**src/rtl/alu_issue_pkg.sv**
```systemverilog
// Shared ALUctl encodings and RV32I decode tables for the ALU issue stage.
package alu_issue_pkg;

  // ALUctl[3:0]: ALU operation
  localparam logic [3:0] kSAIL_MICROARCHITECTURE_ALUCTL_3to0_ADD  = 4'd0;
  localparam logic [3:0] kSAIL_MICROARCHITECTURE_ALUCTL_3to0_SUB  = 4'd1;
  localparam logic [3:0] kSAIL_MICROARCHITECTURE_ALUCTL_3to0_SLL  = 4'd2;
  localparam logic [3:0] kSAIL_MICROARCHITECTURE_ALUCTL_3to0_SLT  = 4'd3;
  localparam logic [3:0] kSAIL_MICROARCHITECTURE_ALUCTL_3to0_SLTU = 4'd4;
  localparam logic [3:0] kSAIL_MICROARCHITECTURE_ALUCTL_3to0_XOR  = 4'd5;
  localparam logic [3:0] kSAIL_MICROARCHITECTURE_ALUCTL_3to0_SRL  = 4'd6;
  localparam logic [3:0] kSAIL_MICROARCHITECTURE_ALUCTL_3to0_SRA  = 4'd7;
  localparam logic [3:0] kSAIL_MICROARCHITECTURE_ALUCTL_3to0_OR   = 4'd8;
  localparam logic [3:0] kSAIL_MICROARCHITECTURE_ALUCTL_3to0_AND  = 4'd9;

  // ALUctl[6:4]: branch condition
  localparam logic [2:0] kSAIL_MICROARCHITECTURE_ALUCTL_6to4_NONE = 3'd0;
  localparam logic [2:0] kSAIL_MICROARCHITECTURE_ALUCTL_6to4_BEQ  = 3'd1;
  localparam logic [2:0] kSAIL_MICROARCHITECTURE_ALUCTL_6to4_BNE  = 3'd2;
  localparam logic [2:0] kSAIL_MICROARCHITECTURE_ALUCTL_6to4_BLT  = 3'd3;
  localparam logic [2:0] kSAIL_MICROARCHITECTURE_ALUCTL_6to4_BGE  = 3'd4;
  localparam logic [2:0] kSAIL_MICROARCHITECTURE_ALUCTL_6to4_BLTU = 3'd5;
  localparam logic [2:0] kSAIL_MICROARCHITECTURE_ALUCTL_6to4_BGEU = 3'd6;

  localparam logic [6:0] OPC_LOAD   = 7'b0000011;
  localparam logic [6:0] OPC_OP_IMM = 7'b0010011;
  localparam logic [6:0] OPC_AUIPC  = 7'b0010111;
  localparam logic [6:0] OPC_STORE  = 7'b0100011;
  localparam logic [6:0] OPC_OP     = 7'b0110011;
  localparam logic [6:0] OPC_LUI    = 7'b0110111;
  localparam logic [6:0] OPC_BRANCH = 7'b1100011;
  localparam logic [6:0] OPC_JALR   = 7'b1100111;
  localparam logic [6:0] OPC_JAL    = 7'b1101111;

  typedef enum logic [2:0] {IMM_I, IMM_S, IMM_B, IMM_U, IMM_J, IMM_SH} imm_t;
  typedef enum logic [1:0] {OCC_EMPTY, OCC_ONE, OCC_TWO} occ_t;

  typedef struct packed {
    logic [6:0]  ctl;
    logic [31:0] a;
    logic [31:0] b;
    logic        illegal;
  } issue_t;

  // alt selects SUB/SRA; the caller decides when instr[30] is honoured
  function automatic logic [3:0] f3_op(input logic [2:0] f3, input logic alt);
    case (f3)
      3'b000:  return alt ? kSAIL_MICROARCHITECTURE_ALUCTL_3to0_SUB : kSAIL_MICROARCHITECTURE_ALUCTL_3to0_ADD;
      3'b001:  return kSAIL_MICROARCHITECTURE_ALUCTL_3to0_SLL;
      3'b010:  return kSAIL_MICROARCHITECTURE_ALUCTL_3to0_SLT;
      3'b011:  return kSAIL_MICROARCHITECTURE_ALUCTL_3to0_SLTU;
      3'b100:  return kSAIL_MICROARCHITECTURE_ALUCTL_3to0_XOR;
      3'b101:  return alt ? kSAIL_MICROARCHITECTURE_ALUCTL_3to0_SRA : kSAIL_MICROARCHITECTURE_ALUCTL_3to0_SRL;
      3'b110:  return kSAIL_MICROARCHITECTURE_ALUCTL_3to0_OR;
      default: return kSAIL_MICROARCHITECTURE_ALUCTL_3to0_AND;
    endcase
  endfunction

  function automatic logic [31:0] imm_sel(input logic [31:0] i, input imm_t t);
    case (t)
      IMM_I:   return {{20{i[31]}}, i[31:20]};
      IMM_S:   return {{20{i[31]}}, i[31:25], i[11:7]};
      IMM_B:   return {{19{i[31]}}, i[31], i[7], i[30:25], i[11:8], 1'b0};
      IMM_U:   return {i[31:12], 12'b0};
      IMM_J:   return {{11{i[31]}}, i[31], i[19:12], i[20], i[30:21], 1'b0};
      default: return {27'b0, i[24:20]};
    endcase
  endfunction

endpackage

```
**src/rtl/alu_issue_if.sv**
```systemverilog
// Upstream (register read) and downstream (execute) handshake bundle of the issue stage.
interface alu_issue_if;
  logic        in_valid;
  logic        in_ready;
  logic [31:0] in_instr;
  logic [31:0] in_pc;
  logic [31:0] in_rs1;
  logic [31:0] in_rs2;
  logic        out_valid;
  logic        out_ready;
  logic [6:0]  out_ctl;
  logic [31:0] out_a;
  logic [31:0] out_b;
  logic        out_illegal;

  modport master (output in_valid, in_instr, in_pc, in_rs1, in_rs2, out_ready,
                  input  in_ready, out_valid, out_ctl, out_a, out_b, out_illegal);
  modport slave  (input  in_valid, in_instr, in_pc, in_rs1, in_rs2, out_ready,
                  output in_ready, out_valid, out_ctl, out_a, out_b, out_illegal);
endinterface

```
**src/rtl/alu_issue_decode.sv**
```systemverilog
// Combinational RV32I decode into ALUctl and operands A/B.
module alu_issue_decode
  import alu_issue_pkg::*;
(
  input  logic [31:0] instr,
  input  logic [31:0] pc,
  input  logic [31:0] rs1,
  input  logic [31:0] rs2,
  output issue_t      res
);
  logic [2:0] f3;
  logic       is_sh;
  assign f3    = instr[14:12];
  assign is_sh = (f3 == 3'b001) || (f3 == 3'b101);

  always_comb begin
    res = '0;
    case (instr[6:0])
      OPC_OP: begin
        res.ctl = {kSAIL_MICROARCHITECTURE_ALUCTL_6to4_NONE, f3_op(f3, instr[30])};
        res.a   = rs1;
        res.b   = rs2;
      end
      OPC_OP_IMM: begin
        // only SRAI honours instr[30]; ADDI never turns into SUB
        res.ctl = {kSAIL_MICROARCHITECTURE_ALUCTL_6to4_NONE, f3_op(f3, instr[30] && (f3 == 3'b101))};
        res.a   = rs1;
        res.b   = imm_sel(instr, is_sh ? IMM_SH : IMM_I);
      end
      OPC_LOAD, OPC_JALR: begin
        res.ctl = {kSAIL_MICROARCHITECTURE_ALUCTL_6to4_NONE, kSAIL_MICROARCHITECTURE_ALUCTL_3to0_ADD};
        res.a   = rs1;
        res.b   = imm_sel(instr, IMM_I);
      end
      OPC_STORE: begin
        res.ctl = {kSAIL_MICROARCHITECTURE_ALUCTL_6to4_NONE, kSAIL_MICROARCHITECTURE_ALUCTL_3to0_ADD};
        res.a   = rs1;
        res.b   = imm_sel(instr, IMM_S);
      end
      OPC_BRANCH: begin
        res.a = rs1;
        res.b = rs2;
        case (f3)
          3'b000:  res.ctl[6:4] = kSAIL_MICROARCHITECTURE_ALUCTL_6to4_BEQ;
          3'b001:  res.ctl[6:4] = kSAIL_MICROARCHITECTURE_ALUCTL_6to4_BNE;
          3'b100:  res.ctl[6:4] = kSAIL_MICROARCHITECTURE_ALUCTL_6to4_BLT;
          3'b101:  res.ctl[6:4] = kSAIL_MICROARCHITECTURE_ALUCTL_6to4_BGE;
          3'b110:  res.ctl[6:4] = kSAIL_MICROARCHITECTURE_ALUCTL_6to4_BLTU;
          3'b111:  res.ctl[6:4] = kSAIL_MICROARCHITECTURE_ALUCTL_6to4_BGEU;
          default: res.illegal  = 1'b1;
        endcase
        if (res.illegal) begin
          res.a = '0;
          res.b = '0;
        end else begin
          res.ctl[3:0] = kSAIL_MICROARCHITECTURE_ALUCTL_3to0_SUB;
        end
      end
      OPC_LUI: begin
        res.ctl = {kSAIL_MICROARCHITECTURE_ALUCTL_6to4_NONE, kSAIL_MICROARCHITECTURE_ALUCTL_3to0_ADD};
        res.b   = imm_sel(instr, IMM_U);
      end
      OPC_AUIPC: begin
        res.ctl = {kSAIL_MICROARCHITECTURE_ALUCTL_6to4_NONE, kSAIL_MICROARCHITECTURE_ALUCTL_3to0_ADD};
        res.a   = pc;
        res.b   = imm_sel(instr, IMM_U);
      end
      OPC_JAL: begin
        res.ctl = {kSAIL_MICROARCHITECTURE_ALUCTL_6to4_NONE, kSAIL_MICROARCHITECTURE_ALUCTL_3to0_ADD};
        res.a   = pc;
        res.b   = imm_sel(instr, IMM_J);
      end
      default: res.illegal = 1'b1;
    endcase
  end
endmodule

```
**src/rtl/alu_issue.sv**
```systemverilog
// Registered ALU issue stage. ALU_ISSUE_SKID_EN selects a two-entry skid buffer with
// registered in_ready; otherwise a single output register with pass-through ready.
module alu_issue
  import alu_issue_pkg::*;
(
  input  logic        clk,
  input  logic        reset,
  input  logic        flush,
  alu_issue_if.slave  io
);
  issue_t dec, main_q;
  logic   out_valid_q, acc, cons;

  alu_issue_decode u_dec (
    .instr (io.in_instr),
    .pc    (io.in_pc),
    .rs1   (io.in_rs1),
    .rs2   (io.in_rs2),
    .res   (dec)
  );

  assign acc            = io.in_valid && io.in_ready;
  assign cons           = out_valid_q && io.out_ready;
  assign io.out_valid   = out_valid_q;
  assign io.out_ctl     = main_q.ctl;
  assign io.out_a       = main_q.a;
  assign io.out_b       = main_q.b;
  assign io.out_illegal = main_q.illegal;

`ifdef ALU_ISSUE_SKID_EN
  occ_t   state;
  issue_t skid_q;
  logic   rdy_q;

  assign io.in_ready = rdy_q && !flush && !reset;

  always_ff @(posedge clk) begin
    if (reset) begin
      state       <= OCC_EMPTY;
      out_valid_q <= 1'b0;
      rdy_q       <= 1'b1;
      main_q      <= '0;
      skid_q      <= '0;
    end else if (flush) begin
      state       <= OCC_EMPTY;
      out_valid_q <= 1'b0;
      rdy_q       <= 1'b1;
    end else begin
      case (state)
        OCC_EMPTY:
          if (acc) begin
            main_q      <= dec;
            out_valid_q <= 1'b1;
            state       <= OCC_ONE;
          end
        OCC_ONE:
          if (acc && cons) begin
            main_q <= dec;
          end else if (acc) begin
            skid_q <= dec;
            rdy_q  <= 1'b0;
            state  <= OCC_TWO;
          end else if (cons) begin
            out_valid_q <= 1'b0;
            state       <= OCC_EMPTY;
          end
        OCC_TWO:
          if (cons) begin
            main_q <= skid_q;
            rdy_q  <= 1'b1;
            state  <= OCC_ONE;
          end
        default: state <= OCC_EMPTY;
      endcase
    end
  end
`else
  assign io.in_ready = !flush && !reset && (!out_valid_q || io.out_ready);

  always_ff @(posedge clk) begin
    if (reset) begin
      out_valid_q <= 1'b0;
      main_q      <= '0;
    end else if (flush) begin
      out_valid_q <= 1'b0;
    end else if (acc) begin
      main_q      <= dec;
      out_valid_q <= 1'b1;
    end else if (cons) begin
      out_valid_q <= 1'b0;
    end
  end
`endif
endmodule

```
**src/flat_wrapper.sv**
```systemverilog
// flat-port wrapper written by rule: the top's interface ports become plain ports
module alu_issue_flat import alu_issue_pkg::*;
  (clk, reset, flush, io_in_valid, io_in_instr, io_in_pc, io_in_rs1, io_in_rs2, io_out_ready, io_in_ready, io_out_valid, io_out_ctl, io_out_a, io_out_b, io_out_illegal);
  alu_issue_if io_i ();
  input  logic clk;
  input  logic reset;
  input  logic flush;
  input wire logic [$bits(io_i.in_valid)-1:0] io_in_valid;
  input wire logic [$bits(io_i.in_instr)-1:0] io_in_instr;
  input wire logic [$bits(io_i.in_pc)-1:0] io_in_pc;
  input wire logic [$bits(io_i.in_rs1)-1:0] io_in_rs1;
  input wire logic [$bits(io_i.in_rs2)-1:0] io_in_rs2;
  input wire logic [$bits(io_i.out_ready)-1:0] io_out_ready;
  output wire logic [$bits(io_i.in_ready)-1:0] io_in_ready;
  output wire logic [$bits(io_i.out_valid)-1:0] io_out_valid;
  output wire logic [$bits(io_i.out_ctl)-1:0] io_out_ctl;
  output wire logic [$bits(io_i.out_a)-1:0] io_out_a;
  output wire logic [$bits(io_i.out_b)-1:0] io_out_b;
  output wire logic [$bits(io_i.out_illegal)-1:0] io_out_illegal;
  assign io_i.in_valid = io_in_valid;
  assign io_i.in_instr = io_in_instr;
  assign io_i.in_pc = io_in_pc;
  assign io_i.in_rs1 = io_in_rs1;
  assign io_i.in_rs2 = io_in_rs2;
  assign io_i.out_ready = io_out_ready;
  assign io_in_ready = io_i.in_ready;
  assign io_out_valid = io_i.out_valid;
  assign io_out_ctl = io_i.out_ctl;
  assign io_out_a = io_i.out_a;
  assign io_out_b = io_i.out_b;
  assign io_out_illegal = io_i.out_illegal;
  alu_issue u_core (.clk(clk), .reset(reset), .flush(flush), .io(io_i));
endmodule
```
**config.mk**
```make
export PLATFORM = sky130hd
export DESIGN_NAME = alu_issue_flat
export DESIGN_NICKNAME = d
export VERILOG_FILES = /design/src/rtl/alu_issue_pkg.sv /design/src/rtl/alu_issue_if.sv /design/src/rtl/alu_issue_decode.sv /design/src/rtl/alu_issue.sv /design/src/flat_wrapper.sv
export SDC_FILE = /design/constraint.sdc
export NUM_CORES = 1
export LEC_CHECK = 0
export CAP_MARGIN = 20
export CORE_UTILIZATION = 34
export CTS_BUF_LIST = sky130_fd_sc_hd__clkbuf_8
export DETAILED_ROUTE_END_ITERATION = 8
export PLACE_DENSITY = 0.79
export SLEW_MARGIN = 40
export SYNTH_ARGS = -nofsm -noshare
export SYNTH_HDL_FRONTEND = slang
export SYNTH_SLANG_ARGS = --single-unit
```
**constraint.sdc**
```tcl
create_clock -name clk -period 1.45 [get_ports clk]
set_input_delay 0.2175 -clock clk [delete_from_list [all_inputs] [get_ports clk]]
set_output_delay 0.2175 -clock clk [all_outputs]
set_load 0.02 [all_outputs]
```
Yosys cells after proc, flatten, opt, wreduce, memory -nomap -nowiden:

Index checks and enable logic that the tools add are counted.

* logic and storage cells: 66
* output and inout port bits: 74
* RAM bits: 0
* memories: 0
* bits in read-only memories: 0
* bits in registers: 73
* latch bits: 0
* input bits: 133

* reductions and logical operators: 21
* $add $sub $neg: 0
* bitwise logic cells: 1
* eq/ne operators: 20
* $lt $le $gt $ge: 0
* shift-type cells: 0
* div/mod/pow operators: 0
* multiply operators: 0
* muxes and demuxes: 19

Operator list (number)
* one-hot mux 32 bit (7 select lines): 1
* one-hot mux 32 bit (5 select lines): 1
* one-hot mux 32 bit (3 select lines): 1
* two-way mux 64 bit: 1
* one-hot mux 4 bit (7 select lines): 2
* equality test 7 x 6 -> 1 bit, second input constant: 3
* equality test 7 bit, second input constant: 3
* one-hot mux 7 bit (3 select lines): 1
* one-hot mux 3 bit (6 select lines): 1
* equality test 3 bit, second input constant: 5
* equality test 7 x 5 -> 1 bit, second input constant: 2
* equality test 3 x 2 -> 1 bit, second input constant: 4
* two-way mux 1 bit: 9
* OR reduction 2 bit: 4
* OR reduction 8 bit: 1
* equality test 7 x 2 -> 1 bit, second input constant: 1
* equality test 3 x 1 -> 1 bit, second input constant: 2
* logical NOT 3 bit: 2
* OR reduction 6 bit: 1
* logical AND 1 bit: 5
* OR reduction 5 bit: 1
* logical NOT 1 bit: 3
* two-way mux 3 bit: 1
* logical OR 1 bit: 2
* other kinds (4): 4

Depth between registers and ports, before layout:

* word-level depth: 6
* mapped depth: 8
* depth with buffers taken out: 5

By module:

Synthesis repeated with hierarchy kept, for this count alone.

* cells, all modules: 509
* area, all modules: 4489.3 µm²

Modules (own cells, without submodules)
* alu_issue: area each 3301.9 µm², cells each 349, seq. area each 1461.4 µm², times used 1
* alu_issue_decode: area each 1187.4 µm², cells each 160, seq. area each 0.0 µm², times used 1

Worst setup path after synthesis:

OpenSTA, ideal clock, no wires.

* path kind: reg2reg
* from: register u_core.out_valid_q, in the netlist u_core.io.out_valid
* to: register u_core.main_q, in the netlist u_core.io.out_b[3]
* path buffers: 2
* arrival time: 1.461 ns
* slack: -0.080 ns
* setup time: 0.069 ns
* cell stages (with the launch flop): 7
* clock period less this slack: 1.530 ns
* data required time: 1.381 ns
* cells stage by stage: dfxtp_1 > nand2b_1 > a31oi_2 > buf_2 > clkbuf_1 > nand2_1 > o21ai_1

* longest elaborated chain between the ends: 5

RTL lines
* from (decl): line alu_issue.sv:12 `logic out_valid_q, acc, cons;`
* from (signal assigned): line alu_issue.sv:82 `out_valid_q <= 1'b0;`
* from (signal assigned): line alu_issue.sv:85 `out_valid_q <= 1'b0;`
* from (signal assigned): line alu_issue.sv:88 `out_valid_q <= 1'b1;`
* logical NOT 1 bit: line alu_issue.sv:78 `assign io.in_ready = !flush && !reset && (!out_valid_q || io.out_ready);`
* logical OR 1 bit: line alu_issue.sv:78
* logical AND 1 bit: line alu_issue.sv:78
* logical AND 1 bit: line alu_issue.sv:22 `assign acc = io.in_valid && io.in_ready;`
* AND reduction 2 bit (no source line)
* to (signal assigned): line alu_issue.sv:83 `main_q <= '0;`
* to (signal assigned): line alu_issue.sv:87 `main_q <= dec;`
* to (decl): line alu_issue.sv:11 `issue_t dec, main_q;`

No other way between the ends.
A chain may end at the register's enable or synchronous reset.

Final worst setup path:

* from: input port io_in_instr[3]
* to: register u_core.main_q, in the netlist u_core.io.out_b[5]

* longest elaborated chain between the ends: 3
* elaborated cells on any way between the ends: 12
* classes of those cells: 9 x eq/ne; 1 x mux; 2 x reduce/logical

RTL lines
* from (decl): line flat_wrapper.sv:9 `input wire logic [$bits(io_i.in_instr)-1:0] io_in_instr;`
* equality test 7 x 5 -> 1 bit, or another cell as far along: line alu_issue_decode.sv:18 `case (instr[6:0])`
* OR reduction 2 bit, on equally long branches
* one-hot mux 32 bit (7 select lines) *: line alu_issue_decode.sv:18

Every way passes the cells marked *; elsewhere a longest branch is shown, timed or not.

==> summary.txt <==
Timing
  • Tcrit/Tclk final: 0.982
  • Slew at the pin with the worst max-slew slack: 0.379 ns
  • Final setup violation count: 0
  • Final slew viol count: 0
  • Relative slew slack: 0.747
  • Final hold violation count: 0
  • Final setup TNS: 0 ns
  • Setup repair after global routing missed its margin: true
  • Max Fclk: 702 MHz
  • Final worst path period need: 1.42 ns
  • Fin Clk Skew: 0.0141 ns

Die
  • Starting density of the core: 0.355
  • Number of standard-cell rows in the floorplan: 35
  • Core outline area: 9370 um2
  • Die H: 101 um
  • Die Area: 10200 um2
  • Die width: 101 um
  • IO Pins: 207

Logic synthesis
  • Count of mapped cells out of synthesis: 356
  • Number of enable-type register cells in the synthesized netlist: 0
  • Post-synth net total: 489
  • Main flop type after synthesis: dfxtp_1
  • Cell Area, Synth: 3320 um2
  • Unique masters post-synth: 52
  • Count of state elements after synthesis: 73
  • Seq/Total Area, Yosys: 0.440
  • Async set-or-reset flop fraction in the synthesized netlist: 0
  • Top-area cell type share of the netlist area: 0.440
  • Cell types with the largest area share after synthesis: dfxtp_1 (44%), a221o_1 (9.6%), and2_1 (6.0%)
  • Cell type with the highest aggregate area in the netlist: dfxtp_1
  • Count of yosys warnings during synthesis: 0
  • Syn Area/Cell: 9.34 um2

Drt
  • Number of DRC violations after detailed routing: 0
  • Vias per Instance: 5.33
  • Initial detailed-routing violation count: 280
  • Pre-antenna DRT Iters: 6
  • Routed WL: 13900 um
  • Post-DRT Antenna Nets: 0
  • Wire length per cell after detailed routing: 18.9 um
  • Routed vias: 3931

Pwr
  • Maximum ir drop on the vdd rail: 0.481 mV
  • Leakage power total: 2.76 nW
  • Share of total power consumed by net switching: 0.240
  • Clock network fraction of design power: 0.387
  • Share of power burned in combinational logic: 0.168
  • Post-route total power: 0.00453 W
  • Sequential share of power: 0.445
  • Power density of the placed cells: 713 nW/um2
  • Switching pwr: 0.00109 W
  • Pint: 0.00344 W

Clock tree
  • Root Buffer: clkbuf_8
  • TritonCTS clock tree: yes
  • Longest Clk Path Bufs: 2
  • Number of clock buffers inserted by TritonCTS: 9
  • Count of hold buffers inserted by post-cts repair: 0
  • Clock-pin slew reported for the worst setup and hold paths after clock tree synthesis: 0.08 ns
  • Clock latency on the worst-skew pair: 0.36 ns
  • Clock sink total: 73
  • Number of H-tree levels: 3

Worst hold path
  • Class of the tightest hold or removal check: input pin to register

Global routing
  • First-pass GRT wire length: 20100 um
  • Via count of the first global-routing pass: 3869
  • Initial antenna violation count: 1
  • Overall overflow remaining after global route: 0
  • Tot GR Track Use: 0.261
  • Pin count of the biggest net entering global routing: 33

Run
  • # Max-Cap Violations: 0

Setup path
  • Startpoint Class: input pin
  • Data required, critical path: 1.73 ns
  • Launching element of the worst setup path: io_in_instr[3]
  • Reg2reg end: u_core.io.out_a[29]
  • Arrival time of data at the critical path endpoint: 1.70 ns
  • Startpoint of the worst register-to-register path: u_core.io.out_valid
  • Worst-case reg-to-reg path depth: 6
  • Capturing element type of the critical path: register
  • Crit Path Max Fanout: 6
  • Flop-to-flop setup slack: 0.04 ns
  • Kind of critical path: input pin to register
  • Capture point of the critical path: u_core.io.out_b[5]

Place
  • Post-DP HPWL: 9760 um
  • Final estimated routing congestion in global placement: 0.901
  • Port Buf Inserts: 206

Final layout
  • Fraction of layout instances using a drive strength above 1: 0.204
  • Layout area overhead: 91.1%
  • Final nets: 736

Run status
  • Run status: finished clean
## metrics by stage
step / hold WS, ns / setup slack, ns / instances / cell area (um2) / util
6_report: 0.240 / 0.0261 / 737 / 6350 / 0.678
4_1_cts: 0.450 / 0.00648 / 732 / 6180 / 0.659
5_1_grt: 0.237 / -0.0280 / 737 / 6350 / 0.678
3_5_place_dp: 0.443 / -0.688 / 707 / 5810 / 0.620
2_1_floorplan: 0.341 / -0.0131 / 356 / 3360 / -
3_3_place_gp: 0.437 / -0.620 / 707 / 5810 / 0.620
## synthesized netlist by cell type (4+ instances only)
library cell and count:
a21oi_1 17, o21ai_0 15, a22oi_1 16, clkbuf_1 7, nor3_1 4, nand2_1 36
nand3_1 4, buf_4 9, o21ai_1 14, nor2_1 11, a222oi_1 5, dfxtp_1 73
buf_6 4, a31oi_1 9, a221oi_1 11, a221o_1 32, buf_2 7, and2_1 32
nand2b_1 4, inv_1 5
## flip-flops by register name, indices dropped and copies added, names as in the netlist
name and flops:
u_core.io.out_ctl 7, u_core.io.out_a 32, u_core.io.out_b 32, u_core.io.out_illegal 1
u_core.io.out_valid 1
## cell families after synthesis
group,count (synthesis),share of synthesized area
XOR/XNOR,1,0.00264
buffers and inverters,34,0.0610
AND/OR/NAND/NOR,110,0.182
AO/OA/AOI/OAI,138,0.315
flip-flops,73,0.440
## placed cells by master, fill, tap and decap left out, types with 6 or more instances in the layout
master           synthesis  final
o21ai_1                 14     14
dlygate4sd2_1            0     80
inv_1                    5      6
and2_1                  32     21
o21ai_0                 15     13
buf_4                    9     41
a31oi_1                  9      9
a22oi_1                 16     16
a21oi_1                 17     16
nor2_1                  11      8
clkdlybuf4s50_1          0    119
clkbuf_8                 0      9
and2_4                   0     11
nand2_1                 36     36
dfxtp_1                 73     72
buf_12                   0      8
a221oi_1                11      6
a221o_1                 32     32
## layer usage
metal | GRT usage | share of wire
met1 | 0.330 | 0.42
met3 | 0.0492 | 0.053
met4 | 0.105 | 0.022
met5 | 0 | 0
met2 | 0.436 | 0.50
## power groups by stage
stage	sequential, W	clock [W]	combinational (W)
floorplan	0.00208	0	0.000165
detailed placement	0.00206	0	0.000683
finish	0.00202	0.00175	0.000762
global placement	0.00206	0	0.000672
global route	0.00202	0.00188	0.000800
CTS	0.00202	0.00177	0.000705
## critical path: stages
cell and delay, ns:
dlygate4sd2_1 0.29, nand4bb_2 0.39, nor2_4 0.25, a21o_1 0.27
a22oi_1 0.12, o21ai_0 0.16
## worst min-delay path by stage
stage                     cells after the start                   to  slack (ns)                start
after global placement                        2  u_core.io.out_b[30]        0.44  u_core.io.out_b[30]
after floorplan                               1  u_core.io.out_valid        0.34          io_in_valid
after detailed placement                      2  u_core.io.out_b[24]        0.44  u_core.io.out_b[24]
final                                         3  u_core.io.out_valid        0.24                flush
after CTS                                     2  u_core.io.out_b[24]        0.45  u_core.io.out_b[24]
after global routing                          3  u_core.io.out_valid        0.24                flush
## final cells by class
class                   instances  area [um2]
repair buffers                264        2620
flip-flops and latches         73        1470
clock buffers                   9         124
diodes                          1        2.50
inverters                       5        18.8
clock inverters                 6        85.1
fillers                       750        3020
well taps                     129         161
multi-input cells             250        1880
## what timing repair did
action / 4_1_cts / 5_1_grt
pin swaps: 7 / 9
buffers inserted: 6 / 1
gates resized for setup: 119 / 27
setup endpoints to repair: 146 / 59
gates cloned: 4 / 3
No activity file was read; power rests on OpenSTA's default activity.
